`config.mk`:
```
export PLATFORM = sky130hd
export DESIGN_NAME = msrv32_ahb_arbiter
export DESIGN_NICKNAME = d
export VERILOG_FILES = /design/src/rtl/msrv32_ahb_pkg.sv /design/src/rtl/msrv32_arb_select.sv /design/src/rtl/msrv32_ahb_arbiter.sv
export SDC_FILE = /design/constraint.sdc
export NUM_CORES = 1
export LEC_CHECK = 0
export ABC_AREA = 0
export CORE_ASPECT_RATIO = 0.7
export CORE_MARGIN = 2
export CORE_UTILIZATION = 37
export CTS_CLUSTER_DIAMETER = 120
export CTS_CLUSTER_SIZE = 8
export DETAILED_ROUTE_END_ITERATION = 12
export PLACE_DENSITY = 0.82
export SKIP_LAST_GASP = 1
export SLEW_MARGIN = 10
export SYNTH_ARGS = -nofsm -noshare
export SYNTH_HDL_FRONTEND = slang
export SYNTH_SLANG_ARGS = --single-unit
export TNS_END_PERCENT = 30
```
`constraint.sdc`:
```
create_clock -name ms_riscv32_mp_clk_in -period 1.7 [get_ports ms_riscv32_mp_clk_in]
set_clock_uncertainty 0.1 [all_clocks]
set_input_delay 0.17 -clock ms_riscv32_mp_clk_in [delete_from_list [all_inputs] [get_ports ms_riscv32_mp_clk_in]]
set_output_delay 0.17 -clock ms_riscv32_mp_clk_in [all_outputs]
set_load 0.1 [all_outputs]
```
`src/rtl/msrv32_ahb_pkg.sv`:
```
// Shared types for the msrv32 AHB-Lite fetch/data arbiter.
// Transfer encodings, FSM states and bus-owner tags.
package msrv32_ahb_pkg;

  localparam logic [1:0] HTRANS_IDLE   = 2'b00;
  localparam logic [1:0] HTRANS_NONSEQ = 2'b10;

  localparam logic [2:0] HSIZE_BYTE = 3'b000;
  localparam logic [2:0] HSIZE_HALF = 3'b001;
  localparam logic [2:0] HSIZE_WORD = 3'b010;

  typedef enum logic [1:0] {
    ST_IDLE,
    ST_ADDR,
    ST_DATA
  } state_e;

  typedef enum logic {
    OWN_I,
    OWN_D
  } owner_e;

  // Malformed masks fall back to a word transfer.
  function automatic logic [2:0] mask_to_hsize(input logic [3:0] m);
    logic [2:0] s;
    case (m)
      4'b0011, 4'b1100: s = HSIZE_HALF;
      4'b0001, 4'b0010,
      4'b0100, 4'b1000: s = HSIZE_BYTE;
      default:          s = HSIZE_WORD;
    endcase
    return s;
  endfunction

endpackage

```
`src/rtl/msrv32_arb_select.sv`:
```
// Fetch/data tie-break: data priority with a starvation guard,
// or round-robin against the last grantee.
import msrv32_ahb_pkg::*;

module msrv32_arb_select #(
  parameter bit          DATA_PRIORITY = 1'b1,
  parameter int unsigned MAX_D_STREAK  = 4
) (
  input  logic   clk_i,
  input  logic   rst_i,
  input  logic   i_req_i,
  input  logic   d_req_i,
  input  logic   gnt_i,
  output owner_e winner_o
);

  localparam logic [3:0] MAX_S = 4'(MAX_D_STREAK);

  logic [3:0] streak_q, streak_d;
  owner_e     last_q, last_d;

  always_comb begin
    winner_o = OWN_I;
    if (i_req_i && d_req_i) begin
      if (DATA_PRIORITY)
        winner_o = (streak_q == MAX_S) ? OWN_I : OWN_D;
      else
        winner_o = (last_q == OWN_I) ? OWN_D : OWN_I;
    end else if (d_req_i) begin
      winner_o = OWN_D;
    end
  end

  // Streak only grows while fetch is actually being held off.
  always_comb begin
    streak_d = streak_q;
    last_d   = last_q;
    if (gnt_i) begin
      last_d = winner_o;
      if (winner_o == OWN_D && i_req_i)
        streak_d = (streak_q == MAX_S) ? MAX_S : streak_q + 4'd1;
      else
        streak_d = 4'd0;
    end
  end

  always_ff @(posedge clk_i) begin
    if (rst_i) begin
      streak_q <= 4'd0;
      last_q   <= OWN_I;
    end else begin
      streak_q <= streak_d;
      last_q   <= last_d;
    end
  end

endmodule

```
`src/rtl/msrv32_ahb_arbiter.sv`:
```
// Single AHB-Lite master shared by msrv32 fetch and load/store.
// One outstanding single transfer: NONSEQ then IDLE.
import msrv32_ahb_pkg::*;

module msrv32_ahb_arbiter #(
  parameter bit          DATA_PRIORITY = 1'b1,
  parameter int unsigned MAX_D_STREAK  = 4
) (
  input  logic        ms_riscv32_mp_clk_in,
  input  logic        ms_riscv32_mp_rst_in,
  input  logic        i_req_in,
  input  logic [31:0] i_addr_in,
  output logic        i_gnt_out,
  output logic        i_ready_out,
  output logic [31:0] i_rdata_out,
  input  logic        d_req_in,
  input  logic [31:0] d_addr_in,
  input  logic        d_we_in,
  input  logic [31:0] d_wdata_in,
  input  logic [3:0]  d_mask_in,
  output logic        d_gnt_out,
  output logic        d_ready_out,
  output logic [31:0] d_rdata_out,
  output logic        d_err_out,
  output logic [31:0] haddr_out,
  output logic [1:0]  htrans_out,
  output logic        hwrite_out,
  output logic [2:0]  hsize_out,
  output logic [31:0] hwdata_out,
  input  logic [31:0] hrdata_in,
  input  logic        hready_in,
  input  logic        hresp_in
);

  logic clk, rst;
  assign clk = ms_riscv32_mp_clk_in;
  assign rst = ms_riscv32_mp_rst_in;

  state_e      state_q, state_d;
  owner_e      own_q, own_d, winner;
  logic [31:0] addr_q, addr_d;
  logic [31:0] wdata_q, wdata_d;
  logic        we_q, we_d;
  logic [2:0]  size_q, size_d;
  logic        any_req, grant;

  assign any_req = i_req_in | d_req_in;
  assign grant   = (state_q == ST_IDLE) & any_req & ~rst;

  msrv32_arb_select #(
    .DATA_PRIORITY(DATA_PRIORITY),
    .MAX_D_STREAK (MAX_D_STREAK)
  ) u_sel (
    .clk_i   (clk),
    .rst_i   (rst),
    .i_req_i (i_req_in),
    .d_req_i (d_req_in),
    .gnt_i   (grant),
    .winner_o(winner)
  );

  always_comb begin
    state_d     = state_q;
    own_d       = own_q;
    addr_d      = addr_q;
    wdata_d     = wdata_q;
    we_d        = we_q;
    size_d      = size_q;
    i_gnt_out   = 1'b0;
    i_ready_out = 1'b0;
    i_rdata_out = 32'd0;
    d_gnt_out   = 1'b0;
    d_ready_out = 1'b0;
    d_rdata_out = 32'd0;
    d_err_out   = 1'b0;
    haddr_out   = 32'd0;
    htrans_out  = HTRANS_IDLE;
    hwrite_out  = 1'b0;
    hsize_out   = HSIZE_BYTE;
    hwdata_out  = 32'd0;
    unique case (state_q)
      ST_IDLE: begin
        if (any_req) begin
          state_d = ST_ADDR;
          own_d   = winner;
          if (winner == OWN_D) begin
            addr_d    = d_addr_in;
            we_d      = d_we_in;
            wdata_d   = d_wdata_in;
            size_d    = mask_to_hsize(d_mask_in);
            d_gnt_out = grant;
          end else begin
            addr_d    = i_addr_in;
            we_d      = 1'b0;
            wdata_d   = 32'd0;
            size_d    = HSIZE_WORD;
            i_gnt_out = grant;
          end
        end
      end
      ST_ADDR: begin
        htrans_out = HTRANS_NONSEQ;
        haddr_out  = addr_q;
        hwrite_out = we_q;
        hsize_out  = size_q;
        if (hready_in) state_d = ST_DATA;
      end
      ST_DATA: begin
        hwdata_out = we_q ? wdata_q : 32'd0;
        if (hready_in) begin
          state_d = ST_IDLE;
          // A transfer cut short by reset must not complete.
          if (!rst) begin
            if (own_q == OWN_D) begin
              d_ready_out = 1'b1;
              d_rdata_out = hrdata_in;
              d_err_out   = hresp_in;
            end else begin
              i_ready_out = 1'b1;
              i_rdata_out = hrdata_in;
            end
          end
        end
      end
      default: state_d = ST_IDLE;
    endcase
  end

  always_ff @(posedge clk) begin
    if (rst) begin
      state_q <= ST_IDLE;
      own_q   <= OWN_I;
      addr_q  <= 32'd0;
      wdata_q <= 32'd0;
      we_q    <= 1'b0;
      size_q  <= HSIZE_BYTE;
    end else begin
      state_q <= state_d;
      own_q   <= own_d;
      addr_q  <= addr_d;
      wdata_q <= wdata_d;
      we_q    <= we_d;
      size_q  <= size_d;
    end
  end

endmodule

```
# Yosys cells after proc, flatten, opt, wreduce, memory -nomap -nowiden
# Index checks and enable logic that the tools add are counted.
[totals]
regBits = 75
input_bits = 139
elab_cells = 77
[classes]
addsub = 1
eq_ne = 12
mux = 46
n_bitwise = 4
n_reduce_logical = 7
[op_table]
columns = ["cell", "n"]
rows = [
  ["$mux W32", 13],
  ["$mux W1", 23],
  ["$eq A4 B2 Y1 const B", 2],
  ["$eq A4 B3 Y1 const B", 2],
  ["$eq A4 B4 Y1 const B", 2],
  ["$mux W2", 4],
  ["$mux W4", 2],
  ["$mux W3", 2],
  ["$ne A2 B2 Y1 const B", 3],
  ["$pmux W2 S3", 1],
  ["$add A4 B1 Y4 const B", 1],
  ["$eq A4 B1 Y1 const B", 1],
  ["$pmux W2 S2", 1],
  ["$reduce_or A4 Y1", 1],
  ["$reduce_and A3 Y1", 1],
  ["$and A1 B1 Y1", 2],
  ["$eq A2 B1 Y1 const B", 1],
  ["$eq A2 B2 Y1 const B", 1],
  ["$logic_and A1 B1 Y1", 2],
  ["$logic_not A2 Y1", 1],
  ["$reduce_and A2 Y1", 1],
  ["$reduce_or A2 Y1", 1],
  ["$not A1 Y1", 1],
  ["$or A1 B1 Y1", 1],
]

# Depth between registers and ports, before layout
# Gate-level depths: netlist of run 1.
[depth]
depth_word = 6
mapped_depth = 8
depth_no_buf = 6

# Cells and area by module
# From an unflattened synthesis of run 1, not the netlist that was laid out.
[unflattened]
cells_unflattened = 430
hier_area_um2 = 3901.2
[by_module_without_submodules]
columns = ["mod", "instances", "cells_per_inst", "area_per_inst_um2", "seq_area_each_um2"]
rows = [
  ["msrv32_ahb_arbiter", 1, 401, 3649.8, 1401.3],
  ["msrv32_arb_select", 1, 29, 251.5, 80.1],
]

# Worst setup path after synthesis of run 1
# Ideal clock, no wire load.
[synth_timing]
path_kind = "register to output"
startpoint = "register u_sel.streak_q[0]"
endpoint = "output port i_gnt_out"
arrival_time_ns = 3.159
t_required_ns = 1.430
path_slack_ns = -1.729
path_stages_with_launch = 8
path_cell_list = "dfxtp_1 -> inv_1 -> ha_1 -> nand4b_1 -> and2_1 -> buf_6 -> buf_6 -> nor3_1"
[synth_via]
elab_chain_cells = 6
[synth_rtl]
columns = ["item", "line_no", "text"]
rows = [
  ["from (decl)", "msrv32_arb_select.sv:19", "logic [3:0] streak_q, streak_d;"],
  ["from (signal assigned)", "msrv32_arb_select.sv:52", "streak_q <= streak_d;"],
  ["$eq A4 B3 Y1", "msrv32_arb_select.sv:26", "winner_o = (streak_q == MAX_S) ? OWN_I : OWN_D;"],
  ["$mux W1", "msrv32_arb_select.sv:26", ""],
  ["$mux W1", "msrv32_arb_select.sv:24", "if (i_req_i && d_req_i) begin"],
  ["$mux W1", "msrv32_ahb_arbiter.sv:86", "if (winner == OWN_D) begin"],
  ["$mux W1", "msrv32_ahb_arbiter.sv:83", "if (any_req) begin"],
  ["$mux W1", "msrv32_ahb_arbiter.sv:81", "unique case (state_q)"],
  ["to (decl)", "msrv32_ahb_arbiter.sv:13", "output logic i_gnt_out,"],
]
# Every way passes these cells.

# Worst setup path in the final report of run 1
[layout_timing]
startpoint = "register state_q[0]"
endpoint = "output port d_rdata_out[27]"
[layout_via]
elab_chain_cells = 2
[layout_rtl]
columns = ["item", "line_no", "text"]
rows = [
  ["from (decl)", "msrv32_ahb_arbiter.sv:39", "state_e state_q, state_d;"],
  ["from (signal assigned)", "msrv32_ahb_arbiter.sv:138", "state_q <= state_d;"],
  ["$eq A2 B2 Y1", "msrv32_ahb_arbiter.sv:81", ""],
  ["$mux W32", "msrv32_ahb_arbiter.sv:81", ""],
  ["to (decl)", "msrv32_ahb_arbiter.sv:23", "output logic [31:0] d_rdata_out,"],
]
# Every way passes these cells.

==> impl_metrics.toml, run 1 <==
[timing]
tightest_slew_ns = 0.525
rsz0062_at_grt = "yes"
hold_ws_ns = 0.236
setup_viol = 151
finalCritPeriodShare_pct = 117
final.setup.worst_slack_ns = -0.289
slew_headroom_pct = 65.0
drv_slew = 0
setup_tns_ns = -29.03
hold_violations = 0
period_needed_ns = 1.99
clock.fmax_ghz = 0.503

[route]
wire_per_inst_microns = 21.6
ant_nets = 0
drtIter0Drc = 305
totalWireLength_microns = 20600
vias = 5128
drc = 0
routed_via_density = 5.38
dr.pass1.iters = 5

[place]
gp_congestion = 0.825
dpl.hpwl_microns = 13900
post-place-ws_ns = -0.106
port_buffers = 275

[logic_synthesis]
ys.warnings.count = 0
synth_compound_area_share_pct = 24.1
ys_types = 37
synthMuxAreaShare_pct = 0.498
syn_inst = 503
synth-seq-cells = 74
synth-async-reset-ratio_pct = 0
synth-edff-count = 0
synth_top_family_by_area = "simple AND/OR/NAND/NOR gates"
synth_ff_type = "dfxtp_1"
avgSynthCellArea_sq_um = 8.49
netlist_area_sq_um = 4270
synthAdderAreaFrac_pct = 0.586
yosys.area_share.simple_pct = 32.1
yosysSeqAreaShare_pct = 34.7
synthXorXnorAreaFrac_pct = 0.205

[critical_path]
crit_type = "reg2out"
worst_ep_required_time_ns = 1.43
cp-startpoint = "state_q[0]"
cp_max_fo = 9
start_kind = "flip-flop"
reg2regPathDepth = 8
arrival_ns = 1.72
reg2reg_to = "addr_q[28]"
worstReg2RegStart = "u_sel.streak_q[0]"
critPathCaptureType = "output port"
reg2reg_slack_ns = -0.03
critPathCapture = "d_rdata_out[27]"

[layout]
layout_commonest_cell = "buf_12"
drive_gt1_share_pct = 49.3
fin_util_pct = 86.5
area_growth_pct = 125
fillers = 526
layout_common_cells = "152 x buf_12, 137 x clkdlybuf4s50_1, 72 x nor2_1"
finalNetCount = 937
diodes = 0

[pwr]
p_int_w = 0.00398
p_per_area_nw_per_um2 = 633
p_comb_share_pct = 38.7
leakage_nw = 3.94
power.switching_w = 0.00211
p_seq_share_pct = 32.6
p_sw_share_pct = 34.7
ir_drop_mv = 0.628
power_frac_clock_pct = 28.8

[floorplanning]
pin_count = 278
start_util_pct = 38.4
die-height_microns = 93.9
fp.dieW_microns = 132
die_area_sq_um = 12400
coreArea_sq_um = 11100
rows = 32

[cts]
cts_root_buf = "clkbuf_16"
cts.htree.levels = 3
clock_sinks = 74
cts_tree = "done"
cts_buffers = 9
clk_latency_ns = 0.33
clock_path_buffers = 2
clk_pin_slew_worst_paths_ns = 0.06

[global_routing]
grt_max_degree = 35
grt_pass1_wl_microns = 29100
antenna_found_initial = 1
grt_pass1_vias = 5187
overflow = 0
grt_use_total_pct = 30.2

[run]
maxCapViolCount = 0

[status]
violations = "negative setup slack"
outcome = "complete, but fails checks"

[min_path]
min_path_type = "in2reg"
area by class of cell:
cell class                 count  area [sq um]  area share (%)
sequential                    74          1490            15.5
inverter                       4          15.0           0.156
tap                          153           191            1.99
multi-input combinational    376          2730            28.4
clock inverter                 6          42.5           0.442
clock buffer                   9           225            2.34
timing repair buffer         331          4930            51.2
registers in the layout, summed over array words and instances, names as in the netlist:
| signal | cells |
|---|---|
| size_q | 2 |
| own_q | 1 |
| state_q | 2 |
| we_q | 1 |
| u_sel.streak_q | 4 |
| wdata_q | 32 |
| addr_q | 32 |
power by group through the flow:
stage	combinational, W	clock [W]	sequential, W
detailed placement	0.00203	0	0.00201
global route	0.00245	0.00186	0.00200
floorplan	0.00119	0	0.00198
finish	0.00236	0.00175	0.00199
CTS	0.00226	0.00178	0.00198
global placement	0.00197	0	0.00200
layer usage:
| layer | wire length [microns] | vias to the layer above | part of all wire, % | track usage (%) |
|---|---|---|---|---|
| met1 | 7720 | 2490 | 37 | 33.9 |
| met3 | 1690 | 59 | 8.2 | 9.71 |
| met2 | 10500 | 287 | 51 | 53.5 |
| met4 | 708 | 2 | 3.4 | 12.2 |
| li1 | - | 2290 | - | - |
| met5 | 13 | - | 0.063 | 0 |
per-stage QoR:
step / total power [W] / instances / area, sq um
floorplan: 0.00317 / 504 / 4470
global placement: 0.00397 / 914 / 8830
detailed placement: 0.00404 / 914 / 8830
CTS: 0.00602 / 944 / 9460
global route: 0.00631 / 953 / 9630
finish: 0.00610 / 953 / 9630
cells in the mapped netlist, types with 3 or more instances:
cell type / number / area share (%)
a211oi_2: 30 / 8.8
nand2_1: 37 / 3.3
buf_4: 8 / 1.4
clkbuf_1: 18 / 1.6
a21oi_1: 7 / 0.82
buf_6: 11 / 2.9
nor2_1: 72 / 6.3
a211oi_1: 3 / 0.53
and2_1: 101 / 15
a22oi_2: 10 / 2.9
a22oi_1: 25 / 4.4
inv_1: 4 / 0.35
and3_1: 35 / 5.1
clkbuf_2: 4 / 0.47
a21oi_2: 29 / 5.9
buf_2: 9 / 1.1
nor3_1: 3 / 0.35
dfxtp_1: 74 / 35
worst max-delay path: stages, from the launching register on:
cell and delay [ns]:
dfxtp_4 0.37, nor2b_4 0.15, and4b_4 0.34, clkbuf_16 0.19
and2_4 0.16, buf_12 0.17
worst min-delay path by stage:
stage                               from     endpoint  cells after the start
floorplan                  i_addr_in[28]   addr_q[28]                      2
global placement               size_q[0]    size_q[0]                      2
CTS                 ms_riscv32_mp_rst_in  wdata_q[16]                      3
detailed placement             size_q[0]    size_q[0]                      2
finish              ms_riscv32_mp_rst_in  wdata_q[16]                      3
global route        ms_riscv32_mp_rst_in  wdata_q[16]                      3
repair_timing:
item / CTS / global route
gates resized for setup: 40 / 14
hold buffers: 0 / 0
cloned: 7 / 3
pin swaps: 4 / 3
setup endpoints to repair: 137 / 190
buffers inserted: 8 / 6
cell families after synthesis:
logic type | count (synthesis)
other | 1
AND/OR/NAND/NOR | 260
XOR/XNOR | 1
multiplexers | 2
adder cells (fa/ha/maj) | 2
flip-flops | 74
AO/OA/AOI/OAI | 109
buffers and inverters | 54
Power figures use the tool's default switching activity.
==> run 2, diff against run 1 <==
--- a/config.mk
+++ b/config.mk
@@ -8,14 +8,15 @@
 export ABC_AREA = 0
 export CORE_ASPECT_RATIO = 0.7
 export CORE_MARGIN = 2
-export CORE_UTILIZATION = 37
+export CORE_UTILIZATION = 35
 export CTS_CLUSTER_DIAMETER = 120
 export CTS_CLUSTER_SIZE = 8
 export DETAILED_ROUTE_END_ITERATION = 12
-export PLACE_DENSITY = 0.82
+export PLACE_DENSITY = 0.81
 export SKIP_LAST_GASP = 1
 export SLEW_MARGIN = 10
 export SYNTH_ARGS = -nofsm -noshare
 export SYNTH_HDL_FRONTEND = slang
+export SYNTH_HIERARCHICAL = 1
 export SYNTH_SLANG_ARGS = --single-unit
 export TNS_END_PERCENT = 30
==> run 2 against run 1 <==
The run still ends with negative setup slack left. Setup slack lost 0.12 ns. Largest cell class unchanged. Final cell count down 6.5%. Highest routed layer is now met4. Die area shrank 3.3%. Non-clock buffer count unchanged. Combinational power fell by 19%. Sequential cell count is the same.
==> impl_metrics.toml, run 2 <==
[status]
outcome = "complete, but fails checks"
violations = "negative setup slack"

[floorplanning]
fp.dieW_microns = 130
pin_count = 278
die_area_sq_um = 12000
rows = 32
start_util_pct = 35.7
coreArea_sq_um = 10900
die-height_microns = 92.3

[timing]
period_needed_ns = 2.11
drv_slew = 0
hold_violations = 0
setup_viol = 206
rsz0062_at_grt = "yes"
final.setup.worst_slack_ns = -0.408
hold_ws_ns = 0.270
clock.fmax_ghz = 0.474
setup_tns_ns = -55.00
finalCritPeriodShare_pct = 124

[logic_synthesis]
ys.warnings.count = 6
synthMuxAreaShare_pct = 8.21
synth-seq-cells = 74
synthTopCellsByArea = "dfxtp_1 38%, and2_1 21%, mux2i_1 8.2%"
yosysSeqAreaShare_pct = 38.0
synth-edff-count = 0
synth_ff_type = "dfxtp_1"
synth-async-reset-ratio_pct = 0
synthAdderAreaFrac_pct = 0.641
yosysMostFrequentCell = "and2_1"
synth_common_cells = "134 x and2_1, 74 x dfxtp_1, 38 x a21oi_1, 34 x a22o_1"
yosys.area_share.simple_pct = 26.4
synth_top_area_share_pct = 38.0
synthXorXnorAreaFrac_pct = 0.225
avgSynthCellArea_sq_um = 9.07
ys_types = 39
syn_inst = 430
synth_top_area_cell = "dfxtp_1"
netlist_area_sq_um = 3900
synth_compound_area_share_pct = 20.4
synth_top_family_by_area = "simple AND/OR/NAND/NOR gates"

[cts]
cts_buffers = 9
cts.htree.levels = 3
cts_tree = "done"
cts_root_buf = "clkbuf_16"
ctsHoldBuffers = 0
clk_pin_slew_worst_paths_ns = 0.06
clock_path_buffers = 2
clock_sinks = 74
clk_latency_ns = 0.32

[global_routing]
antenna_found_initial = 1
grt_pass1_vias = 4615
grt_pass1_wl_microns = 25800
overflow = 0
grt_max_degree = 36
grt_use_total_pct = 28.0

[critical_path]
critPathCaptureType = "output port"
arrival_ns = 1.84
crit_type = "reg2out"
cp_max_fo = 3
worst_ep_required_time_ns = 1.43
start_kind = "flip-flop"

[pwr]
leakage_nw = 3.82
finalPower_w = 0.00570
ir_drop_mv = 0.560
p_per_area_nw_per_um2 = 616

[layout]
drive_gt1_share_pct = 44.1
multi_input_area_sq_um = 2470
reg.largest.list = "addr_q: 32 flops, wdata_q: 32 flops, u_sel/streak_q: 4 flops"
layout_common_cells = "146 x buf_12, 137 x clkdlybuf4s50_1, 73 x and2_4"
area_growth_pct = 137
finalNetCount = 873
fin_util_pct = 84.6
fillers = 534
seqCellArea_sq_um = 1490
layout_commonest_cell = "buf_12"
final_cells = 891

[min_path]
min_path_type = "in2reg"

[place]
gp_congestion = 0.825
port_buffers = 275
dpl.hpwl_microns = 12800
dp_cells = 850

[route]
drc = 0
vias = 4526
drtIter0Drc = 160
totalWireLength_microns = 18300
routed_via_density = 5.08
ant_nets = 0
dr.pass1.iters = 4
wire_per_inst_microns = 20.5

[run]
maxCapViolCount = 0
-- run 2: critical path, cell delays in order, from the launching register on --
cell	delay [ns]
dfxtp_2	0.34
inv_2	0.05
ha_4	0.15
nor2b_4	0.13
a31oi_4	0.26
and4b_2	0.31
buf_12	0.11
buf_12	0.16
-- run 2: layout make-up --
cell class / instances / area share (%)
timing repair buffer: 331 / 51.9
multi-input combinational: 313 / 26.7
sequential: 74 / 16.1
clock buffer: 10 / 2.58
tap: 153 / 2.07
clock inverter: 6 / 0.528
inverter: 3 / 0.122
antenna: 1 / 0.0271
-- run 2: per-stage QoR --
step                instance area, sq um  setup WS (ns)
finish                              9250         -0.408
global route                        9250         -0.439
CTS                                 9060         -0.340
detailed placement                  8580         -0.392
global placement                    8580         -0.239
floorplan                           4170         -0.329
-- run 2: routing by layer --
layer	part of all wire (%)	up-vias	global-route usage (%)
li1	-	2106	-
met5	0	-	0
met1	34	2165	29.7
met2	55	218	53.4
met3	8.0	37	7.68
met4	3.0	0	8.42
-- run 2: kinds of logic after synthesis --
| logic type | Yosys count |
|---|---|
| simple gates | 164 |
| compound gates | 112 |
| flops | 74 |
| buf+inv | 44 |
| mux | 32 |
| fa+ha+maj | 2 |
| other cells | 1 |
| xor+xnor | 1 |
-- run 2: what timing repair did --
action                                  4_1_cts  5_1_grt
cloned                                        4        3
endpoints found under the setup margin      181      205
buffers inserted                              3       14
resized for setup                            19        8
pin swaps                                     6       18
-- run 2: report_power, final --
| group | total, W | switching (W) | leakage, nW | internal [W] |
|---|---|---|---|---|
| clock | 0.00182 | 0.000774 | 0.132 | 0.00104 |
| sequential | 0.00197 | 0.0000892 | 0.611 | 0.00188 |
| combinational | 0.00191 | 0.000987 | 3.08 | 0.000919 |
-- run 2: worst paths after layout --
kind,slack (ns),start,end,cells past startpoint
min reg2reg,0.37,wdata_q[23],wdata_q[23],1
max,-0.41,u_sel/streak_q[1],d_gnt_out,7
max reg2reg,-0.35,u_sel/streak_q[0],wdata_q[28],8
min,0.27,hready_in,state_q[1],4
